--- config.mk ---
export PLATFORM = sky130hd
export DESIGN_NAME = vlsu_req_sched
export DESIGN_NICKNAME = d
export VERILOG_FILES = /design/src/rtl/vlsu_req_sched.sv
export SDC_FILE = /design/constraint.sdc
export NUM_CORES = 1
export LEC_CHECK = 0
export BUFFER_PORTS_ARGS = -buffer_cell sky130_fd_sc_hd__buf_2
export CAP_MARGIN = 10
export CORE_UTILIZATION = 40
export CTS_BUF_LIST = sky130_fd_sc_hd__clkbuf_8
export CTS_CLUSTER_DIAMETER = 120
export CTS_CLUSTER_SIZE = 28
export DETAILED_ROUTE_END_ITERATION = 8
export GPL_ROUTABILITY_DRIVEN = 0
export GPL_TIMING_DRIVEN = 1
export MAX_ROUTING_LAYER = met4
export PLACE_DENSITY = 0.72
export SYNTH_ARGS = -nofsm -noshare
export SYNTH_HDL_FRONTEND = slang
export SYNTH_SLANG_ARGS = --single-unit
--- constraint.sdc ---
create_clock -name clk_i -period 4.3 [get_ports clk_i]
set_clock_uncertainty 0.2 [all_clocks]
set_input_delay 0.43 -clock clk_i [delete_from_list [all_inputs] [get_ports clk_i]]
set_output_delay 0.43 -clock clk_i [all_outputs]
set_load 0.05 [all_outputs]
--- src/rtl/vlsu_req_sched.sv ---
// Round-robin load/store scheduler in front of the VLSU request fragmenter.
// Tracks meta-buffer credits and drains outstanding metas on a direction switch.
module vlsu_req_sched #(
  parameter int unsigned MetaDepth     = 4,
  parameter bit          DrainOnSwitch = 1'b1,
  parameter type         vlsu_req_t    = logic
) (
  input  logic                           clk_i,
  input  logic                           rst_ni,
  input  logic                           ld_req_valid_i,
  output logic                           ld_req_ready_o,
  input  vlsu_req_t                      ld_req_i,
  input  logic                           st_req_valid_i,
  output logic                           st_req_ready_o,
  input  vlsu_req_t                      st_req_i,
  output logic                           frag_req_valid_o,
  input  logic                           frag_req_ready_i,
  output vlsu_req_t                      frag_req_o,
  input  logic                           meta_deq_i,
  output logic                           meta_buf_full_o,
  output logic [$clog2(MetaDepth+1)-1:0] out_cnt_o,
  output logic                           err_underflow_o
);

  localparam int unsigned     CntW   = $clog2(MetaDepth + 1);
  localparam logic [CntW-1:0] MaxCnt = CntW'(MetaDepth);

  typedef enum logic [1:0] {S_IDLE, S_ISSUE, S_DRAIN} state_e;
  typedef enum logic {DIR_LOAD, DIR_STORE} dir_e;

  state_e          state;
  dir_e            last_dir, drain_dir, winner, accept_dir;
  logic [CntW-1:0] cnt;
  logic            frag_valid_q, err_q;
  logic            any_valid, need_drain, drain_valid;
  logic            idle_accept, drain_accept, accept, frag_hs;

  always_comb begin
    winner = DIR_LOAD;
    if (ld_req_valid_i && st_req_valid_i) begin
      winner = (last_dir == DIR_LOAD) ? DIR_STORE : DIR_LOAD;
    end else if (st_req_valid_i) begin
      winner = DIR_STORE;
    end
  end

  assign any_valid    = ld_req_valid_i || st_req_valid_i;
  assign need_drain   = DrainOnSwitch && any_valid && (winner != last_dir) && (cnt != '0);
  assign idle_accept  = (state == S_IDLE) && any_valid && !need_drain && (cnt < MaxCnt);
  // In drain the grant stays locked to the direction chosen on entry.
  assign drain_valid  = (drain_dir == DIR_LOAD) ? ld_req_valid_i : st_req_valid_i;
  assign drain_accept = (state == S_DRAIN) && (cnt == '0) && drain_valid;
  assign accept       = idle_accept || drain_accept;
  assign accept_dir   = (state == S_DRAIN) ? drain_dir : winner;
  assign frag_hs      = frag_valid_q && frag_req_ready_i;

  assign ld_req_ready_o   = accept && (accept_dir == DIR_LOAD);
  assign st_req_ready_o   = accept && (accept_dir == DIR_STORE);
  assign frag_req_valid_o = frag_valid_q;
  assign out_cnt_o        = cnt;
  assign meta_buf_full_o  = (cnt == MaxCnt);
  assign err_underflow_o  = err_q;

  always_ff @(posedge clk_i or negedge rst_ni) begin
    if (!rst_ni) begin
      state        <= S_IDLE;
      frag_valid_q <= 1'b0;
      frag_req_o   <= '0;
      last_dir     <= DIR_LOAD;
      drain_dir    <= DIR_LOAD;
    end else begin
      case (state)
        S_IDLE, S_DRAIN: begin
          if (state == S_IDLE && need_drain) begin
            state     <= S_DRAIN;
            drain_dir <= winner;
          end else if (accept) begin
            frag_req_o   <= (accept_dir == DIR_STORE) ? st_req_i : ld_req_i;
            last_dir     <= accept_dir;
            frag_valid_q <= 1'b1;
            state        <= S_ISSUE;
          end
        end
        S_ISSUE: begin
          if (frag_req_ready_i) begin
            frag_valid_q <= 1'b0;
            state        <= S_IDLE;
          end
        end
        default: state <= S_IDLE;
      endcase
    end
  end

  always_ff @(posedge clk_i or negedge rst_ni) begin
    if (!rst_ni) begin
      cnt   <= '0;
      err_q <= 1'b0;
    end else begin
      if (meta_deq_i && cnt == '0) err_q <= 1'b1;
      if (frag_hs && !meta_deq_i) begin
        cnt <= cnt + CntW'(1);
      end else if (meta_deq_i && !frag_hs && cnt != '0) begin
        cnt <= cnt - CntW'(1);
      end
    end
  end

endmodule

# Word level (Yosys, flattened, before mapping)
# Index checks and enable logic that the tools add are counted.
[totals] wordCells=67 output_inout_bits=9 ff_bits=10 inputBits=8
[classes] magnitude_cmp=1 addsub=2 bitwise_logic=2 mux=16 n_reduce_logical=31 eq_ne=8
[op_table] op="1-bit logical AND" n=16
[op_table] op="1-bit 2-to-1 mux" n=9
[op_table] op="2-bit 2-to-1 mux" n=3
[op_table] op="3-bit 2-to-1 mux" n=2
[op_table] op="2-bit != test, second input constant" n=3
[op_table] op="2-bit case mux with 2 select lines" n=1
[op_table] op="2-bit AND reduction" n=2
[op_table] op="4-bit AND reduction" n=1
[op_table] op="2-bit nonzero test" n=2
[op_table] op="3-bit by 1-bit adder with 3-bit output, second input constant" n=1
[op_table] op="3-bit == test, second input constant" n=1
[op_table] op="1-bit logical NOT" n=3
[op_table] op="3-bit logical NOT" n=1
[op_table] op="3-bit less-than comparator, second input constant" n=1
[op_table] op="3-bit != test, second input constant" n=1
[op_table] op="3-bit AND reduction" n=1
[op_table] op="3-bit nonzero test" n=1
[op_table] op="3-bit by 1-bit subtractor with 3-bit output, second input constant" n=1
[op_table] op="2-bit by 1-bit == test with 1-bit output, second input constant" n=1
[op_table] op="2-bit == test, second input constant" n=1
[op_table] op="2-bit logical NOT" n=1
[op_table] op="1-bit logical OR" n=2
[op_table] op="1-bit NOT" n=2
[op_table] op="1-bit case mux with 2 select lines" n=1
[op_table] op="other kinds (2)" n=2

# Logic depth before layout (Yosys ltp)
# Gate-level depths: netlist (run 1).
[logic_depth] word_depth=12 mapped_depth=5 ltp_nobuf=5

# Worst setup path after synthesis (run 1)
# OpenSTA, ideal clock, no wires.
[synth_path] kind="flip-flop to output port" startpoint="reg cnt[0] (netlist: out_cnt_o[0])" endpoint="out ld_req_ready_o" path_buffers=0 path_stages_with_launch=4 slack_ns=1.592 arrival_ns=2.078 required_ns=3.670 path_cell_list="dfrtp_1 > nor3_2 > nand3_1 > a31oi_1"
[synth_via] elab_chain_cells=7 word_cells_on_any_way=11 classes_between="order compare (1); reduce/logical (10)"
[synth_rtl] element="start, declared" line_no="33" text="logic [CntW-1:0] cnt;"
[synth_rtl] element="start signal, assigned" line_no="102" text="cnt <= cnt + CntW'(1);"
[synth_rtl] element="start signal, assigned" line_no="104" text="cnt <= cnt - CntW'(1);"
[synth_rtl] element="branches (longest 5 deep; another with 3-bit less-than comparator)"
[synth_rtl] element="1-bit logical OR *" line_no="53" text="assign accept = idle_accept || drain_accept;"
[synth_rtl] element="1-bit logical AND *" line_no="57" text="assign ld_req_ready_o = accept && (accept_dir == DIR_LOAD);"
[synth_rtl] element="end, declared" line_no="11" text="output logic ld_req_ready_o,"
# Every way passes the cells marked *.

# Worst setup path after layout (run 1)
# Same ends and word-level chain as after synthesis.

==> results of run 1 <==
[worst max-delay path: stages (launching register included)]
cell     delay [ns]
dfrtp_1        0.45
nor3_2         0.35
nand3_1        0.21
a31oi_1        0.24
buf_2          0.29
[final timing paths]
check | end | slack [ns] | from
worst max-delay path | ld_req_ready_o | 1.90 | out_cnt_o[0]
worst min-delay path | err_underflow_o | 0.23 | meta_deq_i
worst max register to register | frag_req_o | 2.42 | out_cnt_o[0]
worst min register to register | err_underflow_o | 0.25 | err_underflow_o
max in group asynchronous | last_dir | 3.31 | rst_ni
min in group asynchronous | out_cnt_o[2] | 0.40 | rst_ni
[registers in the layout (all words and copies together), names as in the netlist]
name              flops
last_dir              1
drain_dir             1
frag_req_o            1
out_cnt_o             3
err_underflow_o       1
frag_req_valid_o      1
state                 2
[kinds of logic after synthesis]
logic type      count (synthesis)
fa+ha+maj                       1
xor+xnor                        2
mux                             8
flops                          10
compound gates                 12
simple gates                   18
[timing repair]
| item | 4_1_cts | 5_1_grt |
|---|---|---|
| hold buffers | 1 | 0 |
| resized for setup | 0 | 0 |
| setup buffers | 0 | 0 |
| hold endpoints to repair | 10 | 0 |
[Yosys cell counts, drive strengths merged]
library cell,n
and3b,1
a21boi,1
a21o,2
nand3b,2
nand2,2
mux2,5
dfrtp,10
o211ai,1
nor2,2
nor2b,1
a21bo,1
a31oi,2
nor3,3
xor2,2
o21ba,1
mux2i,3
fa,1
o21ai,2
nor3b,3
a21oi,2
or2,2
nand3,2
[metal layers]
layer / track usage [%] / routed length [microns]
met1: 20.6 / 541
met2: 24.2 / 453
met5: - / 0
met4: 2.59 / 0
met3: 5.00 / 49
[power groups by stage]
stage / logic, uW / registers [uW] / clock network, uW
after detailed placement: 354 / 201 / 0
after floorplan: 187 / 293 / 0
after global routing: 385 / 209 / 123
after global placement: 350 / 199 / 0
after CTS: 355 / 200 / 117
final: 351 / 198 / 115
[through the flow]
step | hold WS [ns] | std cells
3_5_place_dp | 0.105 | 82
5_1_grt | 0.243 | 87
4_1_cts | 0.234 | 87
3_3_place_gp | 0.102 | 82
6_report | 0.230 | 87
2_1_floorplan | -0.0656 | 51
[area by class of cell]
type                            instances  area share (%)
Tap cell                               15            2.52
Timing Repair Buffer                   17            12.1
Sequential cell                        10            33.6
Multi-Input combinational cell         41            44.5
Clock buffer                            4            7.38
==> run summary, run 1 <==
After the first detailed-routing iteration, the DRC count stood at 7. In this run, flip-flops and latches consume 29.9% of the power. The number of antenna diodes in the final layout is 0. The filler cells instantiated in the layout total 113. OpenSTA, run right after detailed placement, puts the worst setup slack at 2.15 ns.

Derived from the worst setup path, the maximum achievable clock frequency is 417 MHz. The full die area came out at 0.00161 sq mm. The tightest min-delay check is of the in -> reg type. The first global-routing pass estimated 1620 microns of wire. Row count: 13. TritonCTS built the clock tree. In this run the tightest slew margin relative to its limit is 76.3%. Counting every net in the synthesized netlist gives 60. Across the whole layout, storage elements account for 250 sq um. The tools report the clock net sink count as 10. After detailed placement, the total cell area comes to 681 sq um. The final count of negative-setup-slack endpoints was 0; the internal power of the cells was 357 uW. Count of unique library cells instantiated by Yosys: 25.

The average footprint of a synthesized cell was 11.4 sq um. The logs give 0 for the number of failing hold endpoints at the final stage and 17.3% for the fraction of power consumed by the clock network. Entering global routing, the biggest net connects 11 pins. The routed design has 1040 microns of wire.

At the pin with the least slew margin, the transition time is 0.354 ns. The adder-cell area share of the yosys netlist works out to 3.44%. Number of detailed-routing iterations run before antenna repair: 4. The cell count after synthesis came out at 51. The total via count after detailed routing is 441. Across every metal layer, demand over resource in global routing totals 15.8%. IR analysis of the VDD net gives a maximum drop of 0.426 mV.

Summed over all nets, the switching power comes to 308 uW. The number of cells on the worst hold path is 2. STA classifies the critical path endpoint as an output port. The run gives 0 as the leftover overflow at the end of global routing. The logic gate share of total power was 52.9%.

The multi-input combinational cells in the finished layout cover a total of 332 sq um. Net switching is 46.3% of the power. The worst-case setup margin in the final layout was 1.90 ns. For this design the static power due to leakage is 0.000356 uW. In this run the standard cell core region covers 0.00133 sq mm. After clock tree synthesis, the clock-pin slew on the worst setup and hold paths is 0.05 ns. The tree is rooted in a clkbuf_8. The TritonCTS buffer count was 3. Total power for the finished layout comes to 665 uW. The via count of the first global-routing pass came out at 391. The count of final max-slew check failures was 0. Number of antenna violations at the first check in global routing: 0. Once detailed placement completed, the half-perimeter wirelength came to 818 microns.

Along the worst path, the maximum fanout reaches 6. Setup repair after global routing left no endpoint under its margin. Data on the critical path arrives at its endpoint at 1.77 ns. Summing the areas of all and, or, nand and nor instances in the mapped netlist gives 20.2% of the synthesized area. Once the floorplan was initialized, standard cells occupied 43.6% of the core. The most common cell after layout, fill and taps aside is buf_2. The fraction of layout cells with a size suffix above 1 is 43.1%, and the max-cap violation count is 0.

The number of storage elements in the synthesis netlist came out at 10. Cell accounting for the most synthesized area: dfrtp_1. The cell area that synthesis handed to floorplanning was 582 sq um. The remaining antenna violation count after routing is 0. The tools report the data required time at the worst endpoint as 3.67 ns. Clock latency on the worst-skew pair, taken at its later pin, is 0.23 ns.

In this run the count of I/O pins placed on the die edge is 17. Summed over its instances, the top area cell type makes up 43.0% of the synthesized netlist area. The run finished with clean final reports.

For the DRC violation count after routing, the log shows 0. For the count of warnings emitted by yosys, the log shows 0. For this run, the post-layout net count is 82. The synthesized netlist devotes 14.2% of its cell area to compound gates. The floorplan die width was 40.1 microns; the share of the synthesized netlist area taken by xor and xnor gates was 3.01%. Sorting the synthesized cells by area gives the leading types as dfrtp_1 (43%), mux2_2 (5.8%), mux2i_1 (5.2%), mux2_4 (5.2%), nor3b_1 (3.9%).

Dividing total power by cell area gives a power density of 891 mW/mm^2. The tools report the post-route standard cell area excluding fillers as 746 sq um. Multiplexer cells account for 16.1% of the synthesized area. The deepest level of the CTS H-tree was 1.

The worst path needs 2.40 ns of the cycle, external delays included. The sequential-to-total area share from yosys stat was 43.0%; the area growth from synthesis to final layout was 28.2%. The average routed wire per standard cell was 12.0 microns; the core utilization of the finished layout was 55.9%. The ratio of final minimum period to clock period came out at 55.7%. Launching element type of the critical path: a flip-flop. The longest clock path from root to sink contains 2 buffers. By startpoint and endpoint, the worst setup path is classified as reg -> out. In the final timing run, aggregate negative setup slack is 0 ns.

After synthesis, the largest family of logic cells by area is simple AND/OR/NAND/NOR gates. The detailed-route vias per instance is 5.07. The number of cell instances on the worst register-to-register path was 4; the height of the die was 40.1 microns. Buffers placed on the I/O ports in this run total 16. In the layout the commonest cells are buf_2 (16), dfrtp_1 (10), clkbuf_8 (4).
(Power assumes the default switching activity.)
==> run 2: changes to the inputs <==
clock period = 2.5 ns   (was 4.3 ns; I/O delays follow)
==> run summary, run 2 (synthesis gave the netlist of run 1 again) <==
The total via count after detailed routing was 473 (+7.3%); the number of flip-flops under the largest register name was 3 (unchanged). The count of final max-slew check failures was 0 (unchanged). The endpoint kind of the worst setup timing path was an output port. The pin slew with the least headroom to its limit came out at 0.382 ns (+0.0283 ns). The run gives 0.000356 uW (about the same) as the leakage dissipation.

The worst setup path is of the reg -> out kind. Detailed-route vias per instance: 5.44 (+7.3%). The number of detailed-routing iterations run before antenna repair is 2 (-2), and the count of placed standard cells in the final layout, fillers left out is 87 (unchanged). The height of the die is 40.1 microns (unchanged). The placeable core region came out at 0.00133 sq mm (unchanged). The logs give 0 (unchanged) for the DRC violation count after routing and 0 (unchanged) for the final count of negative-setup-slack endpoints. The worst reg2reg path startpoint is out_cnt_o[2].

The total detailed-routing wirelength came out at 1030 microns (-1.6%). The placed wire-length estimate was 815 microns (-0.39%); the area growth from synthesis to final layout was 30.3%. The total I/O pin count came out at 17 (unchanged). TritonCTS built the clock tree.

The worst stage delay on the critical path is 0.42 ns (-0.03 ns). The starting density of the core came out at 43.6% (unchanged). The tools report the full die area as 0.00161 sq mm (unchanged).

For the deepest level of the CTS H-tree, the log shows 1 (unchanged). The tools report the clock net sink count as 10 (unchanged). Among cell families on the critical path, the largest total delay comes from simple AND/OR/NAND/NOR gates. The initial detailed-routing violation count is 3 (-4). The power per standard cell area works out to 1520 mW/mm^2 (+70%). The fraction of layout cells with a size suffix above 1 is 45.8% (+2.8 points). The sum of buffers and inverters on the critical path came out at 1 (unchanged). The worst path uses 89.1% of the clock period.

The library cell used most frequently in the layout, excluding fill and tap cells, is buf_2. The tools report the global-route usage over all layers as 18.5% (+2.7 points). For the global-route wire length before repair, the log shows 1810 microns (+11%). The startpoint of the most critical setup path was out_cnt_o[2]. Derived from the worst setup path, the maximum achievable clock frequency is 449 MHz. The core utilization of the finished layout was 56.8% (+0.94 points).

The leftover overflow at the end of global routing is 0 (unchanged), and the remaining antenna violation count after routing is 0 (unchanged). STA classifies the critical path startpoint as a flip-flop. The time the worst path needs with I/O delays and setup came out at 2.23 ns.

The average routed wire per standard cell is 11.8 microns (-1.6%), and the TritonCTS buffer count is 3 (unchanged). The slowest cell on the critical path is dfrtp_1. The tree is rooted in a clkbuf_8.

The CTS clock-pin slew for the worst setup and hold paths was 0.05 ns (about the same). The via count of the first global-routing pass was 431 (+10%). The signal on the critical path passes through nor3_2, nand3_1, a31oi_2, buf_2.

The data required time at the worst endpoint was 2.05 ns (-1.62 ns); the worst vdd rail ir drop was 0.543 mV (+27%). The number of failing hold endpoints at the final stage came out at 0 (unchanged). The run gives 11 (unchanged) as the largest net degree at the start of global routing. The worst-case setup margin in the final layout was 0.274 ns (-1.63 ns); the floorplan die width was 40.1 microns (unchanged).

Setup repair after global routing left no endpoint under its margin. The number of setup buffers added after CTS is 0 (unchanged), and the max-cap violation count is 0 (unchanged). The number of antenna cells inserted came out at 0 (unchanged). The post-placement worst setup slack is 0.518 ns (-1.63 ns), and the count of input and output buffers is 16 (unchanged).

The flow ran to the end, and the final reports show no timing, DRC or antenna violations. The logs give 2 (unchanged) for the buffer levels on the longest clock path and 13 (unchanged) for the row count. The worst min-delay path class was in -> reg.

The relative slew slack was 74.4% (-1.9 points). The worst hold path begins at meta_deq_i. The run gives 0.23 ns (about the same) as the clock latency at the later pin of the worst-skew pair.

The tools report the number of antenna violations at the first check in global routing as 0 (unchanged). The largest fanout of any net on the critical path was 6 (unchanged); the critical path data arrival time was 1.78 ns (about the same). The logs give 82 (unchanged) for the net total in the final layout and 0 ns (unchanged) for the final-layout setup total negative slack.

For the number of placed instances with taps included, the log shows 82 (unchanged). In the layout the commonest cells are buf_2 (16), dfrtp_1 (10), clkbuf_8 (4).
[run 2: report_power, final]
group	internal [uW]	switching (uW)
Combinational	235	377
Clock	138	61.5
Sequential	243	97.5
Total	616	536
[run 2: worst paths after layout]
kind | cells after the start | endpoint | slack (ns)
max in group asynchronous | 2 | out_cnt_o[2] | 1.71
worst min-delay path | 2 | err_underflow_o | 0.05
min in group asynchronous | 2 | state[1] | 0.20
worst max register to register | 4 | frag_req_o | 0.61
worst min register to register | 1 | err_underflow_o | 0.26
worst max-delay path | 4 | ld_req_ready_o | 0.27
[run 2: stage by stage]
stage                     total power, uW  area [sq um]  hold slack, ns
final                                1150           758          0.0548
after global routing                 1250           758          0.0796
after CTS                            1170           758          0.0520
after detailed placement              960           693         -0.0704
after global placement                956           693         -0.0808
after floorplan                       834           594          -0.246
[run 2: cell type report]
class | instances | area [sq um]
multi-input combinational | 41 | 344
fill | 124 | 576
clock buffer | 4 | 55.1
sequential | 10 | 250
timing repair buffer | 17 | 90.1
tap | 15 | 18.8
[run 2: routing by layer]
| metal | global-route usage [%] | wire length [microns] |
|---|---|---|
| met5 | - | 0 |
| met3 | 3.33 | 44 |
| met1 | 22.2 | 483 |
| met2 | 26.6 | 471 |
| met4 | 15.5 | 28 |
[run 2: worst reg2reg max path: cells and delay by family, from the launching register on]
family	cells	cell delay (ns)
DFF	1	0.42
and+or+nand+nor	3	0.84
muxes	1	0.31
[run 2: what timing repair did]
action | in CTS | in global routing
hold endpoints to repair | 10 | 0
hold buffers | 1 | 0
resized for setup | 0 | 0
